$ cat src/rtl/inst_fetch.sv
// Instruction fetch/issue stage: owns the PC, reads one word at a time from
// program memory over req/ack and hands opcode/operand to decode over
// valid/ready. Supports PC redirect and a HALT opcode. All outputs are flops.
module inst_fetch #(
  parameter int          INST_W   = 16,
  parameter int          PC_W     = 8,
  parameter int          RESET_PC = 0,
  parameter logic [5:0]  HALT_OP  = 6'b111111
) (
  input  logic              clk,
  input  logic              rst,
  input  logic              run,
  output logic              imem_req,
  output logic [PC_W-1:0]   imem_addr,
  input  logic              imem_ack,
  input  logic [INST_W-1:0] imem_data,
  output logic              inst_valid,
  input  logic              inst_ready,
  output logic [5:0]        opcode,
  output logic [INST_W-7:0] operand,
  output logic [PC_W-1:0]   pc_out,
  input  logic              redirect,
  input  logic [PC_W-1:0]   redirect_pc,
  output logic              halted
);
  localparam int OPR_W = INST_W - 6;

  typedef enum logic [1:0] {S_IDLE, S_FETCH, S_ISSUE, S_HALT} state_t;

  state_t            state_q, state_d;
  logic [PC_W-1:0]   pc_q, pc_d;
  logic              req_q, req_d;
  logic [PC_W-1:0]   addr_q, addr_d;
  logic              valid_q, valid_d;
  logic [5:0]        opc_q, opc_d;
  logic [OPR_W-1:0]  opr_q, opr_d;
  logic [PC_W-1:0]   pco_q, pco_d;
  logic              halted_q, halted_d;
  // set when the outstanding read was overtaken by a redirect; its data is dropped
  logic              disc_q, disc_d;

  logic              hs;
  logic              drop_ack;
  logic [PC_W-1:0]   refetch_pc;

  assign hs         = valid_q & inst_ready;
  assign drop_ack   = disc_q | redirect;
  assign refetch_pc = redirect ? redirect_pc : pc_q;

  // State register plus all registered outputs; reset abandons any in-flight read
  always_ff @(posedge clk or posedge rst) begin
    if (rst) begin
      state_q  <= S_IDLE;
      pc_q     <= PC_W'(RESET_PC);
      req_q    <= 1'b0;
      addr_q   <= '0;
      valid_q  <= 1'b0;
      opc_q    <= '0;
      opr_q    <= '0;
      pco_q    <= '0;
      halted_q <= 1'b0;
      disc_q   <= 1'b0;
    end else begin
      state_q  <= state_d;
      pc_q     <= pc_d;
      req_q    <= req_d;
      addr_q   <= addr_d;
      valid_q  <= valid_d;
      opc_q    <= opc_d;
      opr_q    <= opr_d;
      pco_q    <= pco_d;
      halted_q <= halted_d;
      disc_q   <= disc_d;
    end
  end

  // Next-state: redirect beats run, ack and handshake; a dropped ack stays in FETCH
  always_comb begin
    state_d = state_q;
    case (state_q)
      S_IDLE:  if (!redirect && run) state_d = S_FETCH;
      S_FETCH: if (imem_ack && !drop_ack) state_d = S_ISSUE;
      S_ISSUE: begin
        if (redirect)  state_d = S_FETCH;
        else if (hs)   state_d = (opc_q == HALT_OP) ? S_HALT : S_FETCH;
      end
      S_HALT:  if (redirect) state_d = S_FETCH;
      default: state_d = S_IDLE;
    endcase
  end

  // Datapath/output next values for each state
  always_comb begin
    pc_d     = pc_q;
    req_d    = req_q;
    addr_d   = addr_q;
    valid_d  = valid_q;
    opc_d    = opc_q;
    opr_d    = opr_q;
    pco_d    = pco_q;
    halted_d = halted_q;
    disc_d   = disc_q;
    case (state_q)
      S_IDLE: begin
        if (redirect) begin
          pc_d = redirect_pc;
        end else if (run) begin
          req_d  = 1'b1;
          addr_d = pc_q;
        end
      end
      S_FETCH: begin
        if (imem_ack) begin
          if (drop_ack) begin
            // discard the word and immediately re-request at the target
            pc_d   = refetch_pc;
            addr_d = refetch_pc;
            disc_d = 1'b0;
          end else begin
            req_d   = 1'b0;
            valid_d = 1'b1;
            opc_d   = imem_data[INST_W-1 -: 6];
            opr_d   = imem_data[OPR_W-1:0];
            pco_d   = pc_q;
            pc_d    = pc_q + PC_W'(1);
          end
        end else if (redirect) begin
          // read stays outstanding at the old address; only the target moves
          pc_d   = redirect_pc;
          disc_d = 1'b1;
        end
      end
      S_ISSUE: begin
        if (redirect || hs) begin
          valid_d = 1'b0;
          opc_d   = '0;
          opr_d   = '0;
        end
        if (redirect) begin
          pc_d   = redirect_pc;
          req_d  = 1'b1;
          addr_d = redirect_pc;
        end else if (hs) begin
          if (opc_q == HALT_OP) begin
            halted_d = 1'b1;
          end else begin
            req_d  = 1'b1;
            addr_d = pc_q;
          end
        end
      end
      S_HALT: begin
        if (redirect) begin
          halted_d = 1'b0;
          pc_d     = redirect_pc;
          req_d    = 1'b1;
          addr_d   = redirect_pc;
        end
      end
      default: ;
    endcase
  end

  assign imem_req   = req_q;
  assign imem_addr  = addr_q;
  assign inst_valid = valid_q;
  assign opcode     = opc_q;
  assign operand    = opr_q;
  assign pc_out     = pco_q;
  assign halted     = halted_q;
endmodule

$ cat config.mk
export PLATFORM = sky130hd
export DESIGN_NAME = inst_fetch
export DESIGN_NICKNAME = d
export VERILOG_FILES = /design/src/rtl/inst_fetch.sv
export SDC_FILE = /design/constraint.sdc
export NUM_CORES = 1
export LEC_CHECK = 0
export BUFFER_PORTS_ARGS = -buffer_cell sky130_fd_sc_hd__buf_2
export CAP_MARGIN = 20
export CORE_ASPECT_RATIO = 0.6
export CORE_MARGIN = 2
export CORE_UTILIZATION = 51
export CTS_CLUSTER_SIZE = 28
export DETAILED_ROUTE_END_ITERATION = 8
export GPL_TIMING_DRIVEN = 0
export MAX_ROUTING_LAYER = met4
export PLACE_DENSITY = 0.8
export SKIP_LAST_GASP = 1
export SLEW_MARGIN = 0
export SYNTH_ARGS = -nofsm -noshare
export SYNTH_HDL_FRONTEND = slang
export SYNTH_SLANG_ARGS = --single-unit
$ cat constraint.sdc
create_clock -name clk -period 2.8 [get_ports clk]
set_input_delay 0.14 -clock clk [delete_from_list [all_inputs] [get_ports clk]]
set_output_delay 0.14 -clock clk [all_outputs]
set_load 0.05 [all_outputs]
==> results of run 1 <==
==> cell usage in the layout (no fill, tap or decap), types with 4 or more instances in the layout <==
cell type / n
nor2_1: 4
o21ai_0: 12
clkbuf_1: 12
clkbuf_8: 6
dfrtp_1: 46
a21oi_1: 7
o31ai_1: 16
nand3_1: 6
inv_1: 24
a22o_1: 6
mux2i_1: 4
nand2b_1: 4
mux2_2: 4
ha_1: 6
buf_2: 64
nand2_1: 49
==> stage by stage <==
| stage | std cells | hold slack [ps] | instance area (sq um) | setup WS (ps) |
|---|---|---|---|---|
| detailed placement | 363 | 100.3 | 2678 | 363.7 |
| finish | 371 | 68.03 | 2800 | 307.2 |
| global route | 371 | 69.53 | 2800 | 51.78 |
| floorplan | 238 | 229.9 | 2262 | 678.0 |
| global placement | 362 | 370.9 | 2658 | 398.2 |
| CTS | 371 | 57.88 | 2800 | 331.4 |
==> cell type report <==
cell class / instances / area share (%)
clock buffer: 6 / 2.949
sequential: 46 / 41.11
buffer: 13 / 1.877
inverter: 26 / 3.485
multi-input combinational: 153 / 34.32
timing repair buffer: 66 / 12.51
clock inverter: 1 / 1.072
tap: 60 / 2.681
==> power groups by stage <==
stage / clock network [uW] / logic (uW) / registers (uW)
after floorplan: 0 / 734 / 1770
after global placement: 0 / 1830 / 1080
after detailed placement: 0 / 1870 / 1080
after CTS: 509 / 1870 / 1080
after global routing: 536 / 2000 / 1110
final: 497 / 1870 / 1080
==> tightest hold or removal path: cells and delay by family <==
| family | cells | cell delay, ps |
|---|---|---|
| buf+inv | 1 | 90 |
| simple gates | 1 | 40 |
| compound gates | 1 | 60 |
==> repair_timing <==
action / CTS / global route
buffers inserted: 0 / 0
hold buffers: 1 / 0
endpoints found under the hold margin: 12 / 0
==> layer usage <==
layer,vias to the layer above,track usage (%)
li1,967,-
met1,967,35.00
met2,81,30.84
met3,7,6.504
met4,0,9.451
met5,-,-
==> cell families (layout without fill, tap and decap cells) <==
family	count (synthesis)	in the layout	synth area share, %
compound gates	57	57	17.59
buf+inv	39	112	6.637
simple gates	77	77	15.65
flops	46	46	50.88
xor+xnor	3	3	1.162
mux	10	10	4.756
fa+ha+maj	6	6	3.318
==> registers in the layout, indices dropped and copies added (netlist names) <==
name / flops
opcode: 6
state_q: 2
operand: 10
pc_out: 8
disc_q: 1
imem_req: 1
halted: 1
pc_q: 8
inst_valid: 1
imem_addr: 8
==> worst max path at each step <==
| stage | startpoint | end | slack, ps | cells after the start |
|---|---|---|---|---|
| 2_1_floorplan | state_q[1] | imem_addr[4] | 680 | 6 |
| 3_3_place_gp | state_q[1] | imem_addr[6] | 400 | 6 |
| 3_5_place_dp | state_q[1] | imem_addr[4] | 360 | 6 |
| 4_1_cts | state_q[1] | imem_addr[4] | 330 | 6 |
| 5_1_grt | state_q[1] | imem_addr[6] | 50 | 6 |
| 6_report | state_q[1] | imem_addr[6] | 310 | 6 |
==> results.py, run 1 <==
metrics = {
    "outcome": {
        "status": "finished, final reports clean",
    },
    "routing": {
        "firstDrtPassIters": 6,
        "viasPerCell": 5.450,
        "drt_iter0_drc": 192,
        "top_layer": "met4",
        "wl_met2_um": 2182,
        "routedWlPerCell_um": 14.08,
        "drc": 0,
        "wl_met3_um": 408,
        "ant_nets": 0,
        "met1_length_um": 2562,
        "drt-total-wl_um": 5223,
        "vias": 2022,
    },
    "logic_synthesis": {
        "synth_fp_nets": 274,
        "synth_edf_count": 0,
        "ys.flop_type": "dfrtp_1",
        "synth.most_common_cell": "nand2_1",
        "syn_area_per_cell_sq_um": 9.505,
        "ys_ff_latch": 46,
        "synth_top_area_share_pct": 50.88,
        "yosysWarnings": 0,
        "syn_area_sq_um": 2262,
        "synth_top_cell_by_area": "dfrtp_1",
        "synth.area.top_cells": "dfrtp_1, nand2_1, o31ai_1",
        "synth-seq-area-share_pct": 50.88,
        "ys_async_sr_fraction_pct": 100.0,
        "synth_cells": 238,
        "yosys-top-cells-count": "nand2_1, dfrtp_1, inv_1",
        "ys_types": 39,
    },
    "cells_and_area": {
        "final_util_pct": 66.85,
        "synthToLayoutAreaGrowth_pct": 23.78,
        "seq_area_sq_um": 1151,
        "diodes": 0,
        "nets": 347,
        "multi_input_area_sq_um": 960.9,
        "n_fill_cell": 365,
        "drive_above_1_share_pct": 25.72,
    },
    "hold_path": {
        "worstHoldStart": "redirect_pc[5]",
        "hold_depth": 3,
        "hold_class": "in -> reg",
        "holdPathEnd": "pc_q[5]",
    },
    "clock_network": {
        "cts_buffer_depth": 2,
        "clk_pin_slew_ps": 80,
        "cts_tree": "built",
        "htreeDepth": 2,
        "worstSkewPairLatency_ps": 300,
        "cts_num_sinks": 46,
        "cts_buffers": 5,
        "cts_resized": 0,
        "cts-root-buf": "clkbuf_8",
    },
    "pwr": {
        "power.total_uw": 3440,
        "intPower_uw": 1745,
        "ir_drop_uv": 612.2,
        "p_leak_uw": 0.001463,
        "clkPwrFrac_pct": 14.4,
        "p_comb_share_pct": 54.3,
        "p_sw_uw": 1696,
        "seq_power_share_pct": 31.3,
        "power_density_nw_per_um2": 1229,
        "switching_share_pct": 49.29,
    },
    "worst_setup_path": {
        "rr_worst_depth": 6,
        "reg2reg_to": "imem_addr[6]",
        "arrival_ps": 2680,
        "end_kind": "register",
        "critPathBufInv": 2,
        "crit_slowest_cell": "a222oi_1",
        "crit_path_max_fanout": 10,
        "required_ps": 2990,
        "path_class": "reg -> reg",
        "cp-start-kind": "register",
        "cpPeakStageDelay_ps": 660,
        "cp_top_family": "compound AO/OA/AOI/OAI gates",
        "rrSetupSlack_ps": 310,
        "worstReg2RegStart": "state_q[1]",
        "path_cells": "inv_1, ha_1, clkbuf_1, a222oi_1, nand4_2, mux2_1",
    },
    "floorplan": {
        "rows": 18,
        "io_pins": 65,
        "initial_core_util_pct": 54.00,
        "fp.dieH_um": 55.59,
        "fp.dieArea_sq_um": 5002,
        "die_x_um": 89.98,
        "core_sq_um": 4189,
    },
    "timing": {
        "tightest_slew_ps": 641.1,
        "period_share_pct": 89.03,
        "timing.final.hold_violations": 0,
        "fin_tns_setup_ps": 0,
        "rsz0062_at_grt": "no",
        "min_period_ps": 2493,
        "max_freq_mhz": 401.2,
        "maxSlewViolCount": 0,
        "finClkSkew_ps": 9.248,
        "setup-violations-final": 0,
        "slew_headroom_pct": 57.26,
    },
    "grt": {
        "antenna_found_initial": 0,
        "grt_max_degree": 35,
        "grt_overflow": 0,
        "track_usage_pct": 23.73,
        "grt_pass1_wl_um": 8970,
        "grt_pass1_vias": 1913,
    },
    "run": {
        "maxCapViolCount": 0,
    },
    "placement": {
        "place_hpwl_um": 4007,
        "port_buffers": 64,
        "globalplace.congestion": 0.8874,
    },
}
(Power assumes the default switching activity.)
==> run 2, diff against run 1 <==
--- a/config.mk
+++ b/config.mk
@@ -15,6 +15,7 @@
 export GPL_TIMING_DRIVEN = 0
 export MAX_ROUTING_LAYER = met4
 export PLACE_DENSITY = 0.8
+export RECOVER_POWER = 50
 export SKIP_LAST_GASP = 1
 export SLEW_MARGIN = 0
 export SYNTH_ARGS = -nofsm -noshare
==> run 2 against run 1 <==
Effect of this change:
- global-route usage is the same
- utilization shrank 0.69 points
- clock skew is essentially flat
- highest routed layer unchanged
==> results.py, run 2 (synthesis results as in run 1) <==
metrics = {
    "grt": {
        "grt_pass1_vias": 1913,
        "grt_max_degree": 35,
        "grt_pass1_wl_um": 8970,
        "grt_overflow": 0,
        "track_usage_pct": 23.73,
        "antenna_found_initial": 0,
    },
    "timing": {
        "finClkSkew_ps": 8.973,
        "fin_tns_setup_ps": 0,
        "slew_headroom_pct": 0.4288,
        "rsz0062_at_grt": "no",
        "tightest_slew_ps": 1494,
        "period_share_pct": 89.66,
        "timing.final.hold_violations": 0,
        "max_freq_mhz": 398.3,
        "setup-violations-final": 0,
        "maxSlewViolCount": 0,
        "setup_ws_ps": 289.4,
        "min_period_ps": 2511,
    },
    "pwr": {
        "ir_drop_uv": 596.6,
        "p_leak_uw": 0.001407,
        "intPower_uw": 1715,
        "seq_power_share_pct": 31.7,
        "switching_share_pct": 49.69,
        "p_comb_share_pct": 53.8,
        "p_sw_uw": 1694,
        "power_density_nw_per_um2": 1230,
        "clkPwrFrac_pct": 14.5,
    },
    "routing": {
        "drt-total-wl_um": 5241,
        "ant_nets": 0,
        "routedWlPerCell_um": 14.13,
        "drc": 0,
        "drt_iter0_drc": 219,
        "vias": 2003,
        "firstDrtPassIters": 5,
        "viasPerCell": 5.399,
    },
    "hold_path": {
        "worstHoldStart": "redirect_pc[5]",
        "holdPathEnd": "pc_q[5]",
        "hold_class": "in -> reg",
        "hold_depth": 3,
    },
    "cells_and_area": {
        "n_fill_cell": 373,
        "layoutNonFillerInstCount": 371,
        "diodes": 0,
        "final_util_pct": 66.16,
        "final_common_cell": "nand2_1",
        "synthToLayoutAreaGrowth_pct": 22.51,
        "layout_common_cells": "nand2_1, buf_2, dfrtp_1, clkbuf_1, inv_1",
        "nets": 347,
        "drive_above_1_share_pct": 19.61,
        "largest_register_ffs": 10,
    },
    "worst_setup_path": {
        "arrival_ps": 2700,
        "reg2reg_to": "imem_addr[6]",
        "path_class": "reg -> reg",
        "cp-start-kind": "register",
        "crit_path_max_fanout": 10,
        "worstReg2RegStart": "state_q[1]",
        "rrSetupSlack_ps": 290,
        "end_kind": "register",
        "required_ps": 2980,
        "crit_path_start": "state_q[1]",
        "rr_worst_depth": 6,
    },
    "clock_network": {
        "htreeDepth": 2,
        "cts_num_sinks": 46,
        "cts_buffers": 5,
        "worstSkewPairLatency_ps": 300,
        "clk_pin_slew_ps": 80,
        "cts_buffer_depth": 2,
        "cts-root-buf": "clkbuf_8",
        "cts_tree": "built",
    },
    "placement": {
        "place_hpwl_um": 4007,
        "post-place-ws_ps": 363.7,
        "dp.cells": 363,
        "port_buffers": 64,
        "globalplace.congestion": 0.8874,
    },
    "floorplan": {
        "core_sq_um": 4189,
        "io_pins": 65,
        "initial_core_util_pct": 54.00,
        "fp.dieArea_sq_um": 5002,
        "fp.dieH_um": 55.59,
        "rows": 18,
        "die_x_um": 89.98,
    },
    "outcome": {
        "status": "finished, final reports clean",
    },
    "run": {
        "maxCapViolCount": 0,
    },
}
[run 2: cell types whose count changed in the layout (fill, tap and decap cells not counted), sizes merged]
cell,before,now
dlymetal6s4s,0,1
clkbuf,18,35
buf,66,48
[run 2: worst max path at each step]
stage / slack (ps) / endpoint
floorplan: 680 / imem_addr[4]
global placement: 400 / imem_addr[6]
detailed placement: 360 / imem_addr[4]
CTS: 330 / imem_addr[4]
global route: 50 / imem_addr[6]
finish: 290 / imem_addr[6]
[run 2: layer usage]
layer / part of all wire (%) / vias up / GRT usage [%]
li1: - / 961 / -
met1: 48 / 945 / 35.00
met2: 42 / 90 / 30.84
met3: 8.7 / 7 / 6.504
met4: 1.2 / 0 / 9.451
met5: 0 / - / -
[run 2: layout make-up]
class	count	area (sq um)	area share, %
Buffer	13	52.55	1.896
Clock buffer	6	82.58	2.980
Timing Repair Buffer	66	321.6	11.60
Inverter	26	97.59	3.521
Multi-Input combinational cell	153	960.9	34.67
Tap cell	60	75.07	2.709
Clock inverter	1	30.03	1.084
Sequential cell	46	1151	41.53
[run 2: stage by stage]
stage | instance area (sq um) | total power [uW] | hold WS, ps
3_5_place_dp | 2678 | 2949 | 100.3
4_1_cts | 2800 | 3452 | 57.88
5_1_grt | 2771 | 3628 | 69.53
2_1_floorplan | 2262 | 2508 | 229.9
3_3_place_gp | 2658 | 2904 | 370.9
6_report | 2771 | 3409 | 68.83
[run 2: worst max-delay path: stages, from the launching register on]
cell and delay (ps):
dfrtp_1 400, inv_1 120, ha_1 220, clkbuf_1 230
a222oi_1 660, nand4_2 370, mux2_1 400
[run 2: power groups by stage]
| stage | logic (uW) | clock network, uW | registers (uW) |
|---|---|---|---|
| final | 1840 | 494 | 1080 |
| after global routing | 1980 | 536 | 1120 |
| after CTS | 1870 | 509 | 1080 |
| after detailed placement | 1870 | 0 | 1080 |
| after global placement | 1830 | 0 | 1080 |
| after floorplan | 734 | 0 | 1770 |
[run 2: timing repair]
item	in CTS	in global routing
setup buffers	0	0
hold endpoints to repair	12	0
hold buffers	1	0
gates resized for setup	0	0
setup endpoints to repair	0	0
